==> src/rtl/dphy_pkg.sv <==
// rtl/dphy_pkg.sv - shared types and constants for the D-PHY HS lane sequencer
package dphy_pkg;

    typedef enum logic [2:0] {
        IDLE,
        LP01,
        LP00,
        SETTLE,
        HUNT,
        ACTIVE,
        WAIT_LP11
    } lane_state_t;

    localparam logic [1:0] LP_11 = 2'b11;
    localparam logic [1:0] LP_01 = 2'b01;
    localparam logic [1:0] LP_00 = 2'b00;
    localparam logic [1:0] LP_10 = 2'b10;

    localparam logic [7:0] DPHY_SYNC_BYTE = 8'hB8;

endpackage

==> src/rtl/dphy_byte_aligner.sv <==
// rtl/dphy_byte_aligner.sv - sync-byte hunter and bit-offset realigner for one HS lane
module dphy_byte_aligner
    import dphy_pkg::*;
#(
    parameter logic [7:0] SYNC_BYTE = DPHY_SYNC_BYTE
) (
    input  logic       clk,
    input  logic       rst,
    input  logic [7:0] byte_data_i,
    input  logic       hunt_en,
    input  logic       emit_en,
    output logic       lock_o,
    output logic [7:0] byte_data_o,
    output logic       byte_valid_o
);

    logic [7:0]  prev_byte;
    logic [15:0] w16;
    logic [7:0]  match;
    logic [2:0]  match_off;
    logic [2:0]  off_r;
    logic [7:0]  aligned;

    // Bit 0 of prev_byte is the oldest bit, so offset k selects a window k bits later.
    assign w16 = {byte_data_i, prev_byte};

    always_comb begin
        match = '0;
        for (int i = 0; i < 8; i++) begin
            match[i] = (w16[i +: 8] == SYNC_BYTE);
        end
    end

    // Walk downwards so the lowest matching offset wins.
    always_comb begin
        match_off = '0;
        for (int i = 7; i >= 0; i--) begin
            if (match[i]) begin
                match_off = 3'(i);
            end
        end
    end

    assign lock_o  = hunt_en && (match != '0);
    assign aligned = w16[off_r +: 8];

    always_ff @(posedge clk) begin
        if (rst) begin
            prev_byte    <= '0;
            off_r        <= '0;
            byte_data_o  <= '0;
            byte_valid_o <= 1'b0;
        end else begin
            prev_byte    <= byte_data_i;
            byte_valid_o <= emit_en;
            if (lock_o) begin
                off_r <= match_off;
            end
            if (emit_en) begin
                byte_data_o <= aligned;
            end
        end
    end

endmodule

==> src/rtl/dphy_hs_lane_ctrl.sv <==
// rtl/dphy_hs_lane_ctrl.sv - per-lane SoT detector, HS-settle timer and sync-hunt sequencer
module dphy_hs_lane_ctrl
    import dphy_pkg::*;
#(
    parameter int         SETTLE_CYCLES = 6,
    parameter int         SYNC_TIMEOUT  = 16,
    parameter logic [7:0] SYNC_BYTE     = DPHY_SYNC_BYTE
) (
    input  logic       byte_clk_i,
    input  logic       rst_i,
    input  logic       lp_data_p_i,
    input  logic       lp_data_n_i,
    input  logic [7:0] byte_data_i,
    output logic       hs_enable_o,
    output logic [7:0] byte_data_o,
    output logic       byte_valid_o,
    output logic       hs_active_o,
    output logic       sync_err_o
);

    localparam logic [7:0] SETTLE_LAST  = 8'(SETTLE_CYCLES - 1);
    localparam logic [7:0] TIMEOUT_LAST = 8'(SYNC_TIMEOUT - 1);

    logic        lp_p_meta, lp_p_sync;
    logic        lp_n_meta, lp_n_sync;
    logic [1:0]  lp;

    lane_state_t state, state_next;
    logic [7:0]  cnt, cnt_next;
    logic        err_next;
    logic        hunt_en;
    logic        emit_en;
    logic        lock;

    // Synchronizer idles at LP-11 so reset never looks like the start of an SoT.
    always_ff @(posedge byte_clk_i) begin
        if (rst_i) begin
            lp_p_meta <= 1'b1;
            lp_p_sync <= 1'b1;
            lp_n_meta <= 1'b1;
            lp_n_sync <= 1'b1;
        end else begin
            lp_p_meta <= lp_data_p_i;
            lp_p_sync <= lp_p_meta;
            lp_n_meta <= lp_data_n_i;
            lp_n_sync <= lp_n_meta;
        end
    end

    assign lp = {lp_p_sync, lp_n_sync};

    always_comb begin
        state_next = state;
        cnt_next   = cnt;
        err_next   = 1'b0;
        case (state)
            IDLE: begin
                if (lp == LP_01) begin
                    state_next = LP01;
                end
            end
            LP01: begin
                case (lp)
                    LP_00: state_next = LP00;
                    LP_11: state_next = IDLE;
                    LP_10: begin
                        state_next = WAIT_LP11;
                        err_next   = 1'b1;
                    end
                    default: state_next = LP01;
                endcase
            end
            LP00: begin
                cnt_next   = '0;
                state_next = (lp == LP_11) ? IDLE : SETTLE;
            end
            // LP lines are not trusted while the lane is in HS.
            SETTLE: begin
                if (cnt == SETTLE_LAST) begin
                    state_next = HUNT;
                    cnt_next   = '0;
                end else begin
                    cnt_next = cnt + 8'd1;
                end
            end
            HUNT: begin
                if (lock) begin
                    state_next = ACTIVE;
                    cnt_next   = '0;
                end else if (cnt == TIMEOUT_LAST) begin
                    state_next = WAIT_LP11;
                    cnt_next   = '0;
                    err_next   = 1'b1;
                end else begin
                    cnt_next = cnt + 8'd1;
                end
            end
            ACTIVE: begin
                if (lp == LP_11) begin
                    state_next = IDLE;
                end
            end
            WAIT_LP11: begin
                if (lp == LP_11) begin
                    state_next = IDLE;
                end
            end
            default: state_next = IDLE;
        endcase
    end

    assign hunt_en = (state == HUNT);
    // The byte seen on the LP-11 cycle is dropped so valid falls with hs_active.
    assign emit_en = (state == ACTIVE) && (state_next == ACTIVE);

    always_ff @(posedge byte_clk_i) begin
        if (rst_i) begin
            state       <= IDLE;
            cnt         <= '0;
            hs_enable_o <= 1'b0;
            hs_active_o <= 1'b0;
            sync_err_o  <= 1'b0;
        end else begin
            state       <= state_next;
            cnt         <= cnt_next;
            hs_enable_o <= (state_next == SETTLE) || (state_next == HUNT) ||
                           (state_next == ACTIVE);
            hs_active_o <= (state_next == ACTIVE);
            sync_err_o  <= err_next;
        end
    end

    dphy_byte_aligner #(
        .SYNC_BYTE (SYNC_BYTE)
    ) u_aligner (
        .clk          (byte_clk_i),
        .rst          (rst_i),
        .byte_data_i  (byte_data_i),
        .hunt_en      (hunt_en),
        .emit_en      (emit_en),
        .lock_o       (lock),
        .byte_data_o  (byte_data_o),
        .byte_valid_o (byte_valid_o)
    );

endmodule

==> config.mk <==
export PLATFORM = sky130hd
export DESIGN_NAME = dphy_hs_lane_ctrl
export DESIGN_NICKNAME = d
export VERILOG_FILES = /design/src/rtl/dphy_pkg.sv /design/src/rtl/dphy_byte_aligner.sv /design/src/rtl/dphy_hs_lane_ctrl.sv
export SDC_FILE = /design/constraint.sdc
export NUM_CORES = 1
export LEC_CHECK = 0
export CAP_MARGIN = 20
export CORE_MARGIN = 10
export CORE_UTILIZATION = 35
export CTS_CLUSTER_SIZE = 10
export DETAILED_ROUTE_END_ITERATION = 6
export PLACE_DENSITY_LB_ADDON = 0.25
export SYNTH_ARGS = -nofsm -noshare
export SYNTH_HDL_FRONTEND = slang
export SYNTH_SLANG_ARGS = --single-unit
==> constraint.sdc <==
create_clock -name byte_clk_i -period 2.4 [get_ports byte_clk_i]
set_input_delay 0.48 -clock byte_clk_i [delete_from_list [all_inputs] [get_ports byte_clk_i]]
set_output_delay 0.48 -clock byte_clk_i [all_outputs]
set_load 0.01 [all_outputs]
==> reports/results.tsv <==
metric	value	unit
worstPathRequired	2.56	ns
multi_input_area	0.001339	mm2
critPathCaptureType	flip-flop	
worstReg2RegStart	state[2]	
crit_slowest_cell	clkdlybuf4s50_1	
cts.sinks	38	
maxCapViolations	0	
period_minus_slack	2.138	ns
ys_warn_count	0	
final_common_cell	dfxtp_1	
dieWidth	99.35	um
root_buffer	clkbuf_8	
arrival	2.30	ns
crit_chain	clkdlybuf4s50_1 > and4bb_2 > o211ai_2 > and4_1 > a2111oi_0 > buf_4 > nor3_1	
core.rowCount	28	
drt_iter0_drc	108	
avgViaCountPerCell	5.441	
layout.area.seq	760.7	um2
rr_worst_depth	4	
rsz0062_at_grt	false	
die_area	0.009869	mm2
p_leak	0.9380	nW
clock.fmax	0.4678	GHz
min-delay-path-class	reg2reg	
finalHoldViolCount	0	
synthCells	235	
clock_skew	0.01244	ns
critPathKind	in2reg	
first_pass_iters	4	
drt-total-wl	5255	um
synth_fp_nets	249	
vias	1899	
synth_area_leaders	dfxtp_1, mux4_2, mux2i_1	
dp.final_hpwl	3966	um
clk_pin_slew	0.07	ns
period_share	0.8907	
synth-edff-count	0	
synth_cell_types	53	
grt_max_degree	32	
route.detailed.drc	0	
placed_cells	341	
coreArea	0.006026	mm2
critPathMaxStageDelay	0.57	ns
post_cts_buffers	0	
cts.path.max_buffers	2	
seq_area_frac_synth	0.3453	
async_flop_share	0	
wl_per_cell	15.06	um
port_buffers	23	
clock_latency	0.29	ns
ys_ff_latch	38	
rrSetupSlack	0.50	ns
worstHoldEndpoint	lp_p_sync	
areaGrowthSynthToFinish	23.00	%
io_pins	24	
critPathMaxFanout	7	
drv_slew	0	
power.total	1.270	mW
reg2reg_to	cnt[3]	
ctsResizeCount	0	
tightest_slew	0.5700	ns
gp_congestion	0.9122	
holdPathStages	1	
synth_largest_area_cell	dfxtp_1	
slew-limit-headroom	0.6188	
hold_path_startpoint	lp_p_meta	
antenna_found_initial	0	
fill_cells	591	
synth_top_area_share	0.3453	
grt_pass1_vias	1889	
layout_common_cells	dfxtp_1, nor2_1, a21oi_1	
ir_drop	0.3002	mV
die_h	99.35	um
synth.avg_cell_area	9.376	um2
diodes	0	
finalSetupViolations	0	
cts_buffers	5	
finish.net_count	287	
power_density	468.5	mW/mm2
cts_hold_buffers	0	
drive_gt1_frac	0.2007	
grt-ovfl-total	0	
htree_levels	2	
track_usage	0.1082	
ys.flop_type	dfxtp_1	
cp-start-kind	primary input	
syn_area	0.002203	mm2
ant_nets	0	
start_util	0.3657	
outcome	complete, no violations	
grt_pass1_wl	9121	um
stdcell_count	349	
cts_tree	yes	
## critical path, delay by kind of cell
kind                   cells  cell delay, ns
and+or+nand+nor            3            0.57
AOI/OAI and AO/OA          2            0.50
buffers and inverters      2            0.74
## cell type report
cell class | instances | share of cell area
sequential | 38 | 0.2807
clock inverter | 1 | 0.001847
tap | 75 | 0.03463
timing repair buffer | 44 | 0.1431
clock buffer | 7 | 0.03186
multi-input combinational | 174 | 0.4940
inverter | 10 | 0.01385
## Yosys cell counts, drive strengths merged, types with 2 or more instances
| library cell | number |
|---|---|
| nor3 | 7 |
| nor2 | 24 |
| a221oi | 2 |
| a21oi | 24 |
| and3 | 4 |
| clkbuf | 6 |
| nor2b | 11 |
| and4bb | 10 |
| mux2i | 15 |
| inv | 10 |
| or2 | 6 |
| nand3 | 7 |
| a2111oi | 2 |
| ha | 2 |
| o21a | 2 |
| o21ai | 12 |
| nand2 | 4 |
| nand4 | 3 |
| a32o | 2 |
| nand3b | 2 |
| mux4 | 9 |
| buf | 7 |
| a21o | 2 |
| o32ai | 3 |
| nor4 | 3 |
| o22ai | 2 |
| dfxtp | 38 |
## how the worst max path moves through the flow
stage	start	endpoint	slack (ns)	cells past startpoint
2_1_floorplan	byte_data_i[3]	u_aligner.off_r[0]	0.70	6
3_3_place_gp	byte_data_i[2]	u_aligner.off_r[0]	0.001	7
3_5_place_dp	byte_data_i[2]	u_aligner.off_r[0]	-0.04	7
4_1_cts	byte_data_i[2]	u_aligner.off_r[0]	0.26	7
5_1_grt	byte_data_i[2]	u_aligner.off_r[0]	0.04	7
6_report	byte_data_i[2]	u_aligner.off_r[0]	0.26	7
## state kept, by name, summed over array words and instances, names as in the netlist
signal / cells
hs_enable_o: 1
u_aligner.byte_data_o: 8
lp_p_meta: 1
state: 3
hs_active_o: 1
lp_n_meta: 1
sync_err_o: 1
cnt: 8
u_aligner.byte_valid_o: 1
u_aligner.prev_byte: 8
u_aligner.off_r: 3
lp_p_sync: 1
lp_n_sync: 1
## through the flow
stage	setup TNS [ns]	hold WS [ns]	area [um2]	util	setup WS, ns
2_1_floorplan	0	0.3895	2203	-	0.6971
3_3_place_gp	0	0.3938	2619	0.4346	0.001469
3_5_place_dp	-0.04551	0.3973	2619	0.4346	-0.04054
4_1_cts	0	0.4104	2710	0.4498	0.2604
5_1_grt	0	0.4311	2710	0.4498	0.03561
6_report	0	0.4131	2710	0.4498	0.2624
## kinds of logic (layout without fill, tap and decap cells)
| family | Yosys count | count (layout) | share of synthesized area |
|---|---|---|---|
| buffers and inverters | 23 | 62 | 0.04713 |
| and+or+nand+nor | 88 | 88 | 0.2470 |
| DFF | 38 | 38 | 0.3453 |
| xor gates and xnor gates | 1 | 1 | 0.003976 |
| adders and majority gates | 2 | 2 | 0.01136 |
| AOI/OAI and AO/OA | 58 | 58 | 0.1766 |
| muxes | 25 | 25 | 0.1687 |
## layer usage
metal | track usage | wire, um
met1 | 0.1472 | 2662
met2 | 0.1648 | 2310
met3 | 0.02353 | 222
met4 | 0.03528 | 60
met5 | 0 | 0
## power by group
part / internal, mW / switching (mW) / total, mW
logic: 0.0814 / 0.0672 / 0.149
clock network: 0.232 / 0.222 / 0.454
registers: 0.645 / 0.0217 / 0.667
total: 0.958 / 0.311 / 1.27
Note: power is estimated with default switching activity, not from simulation.
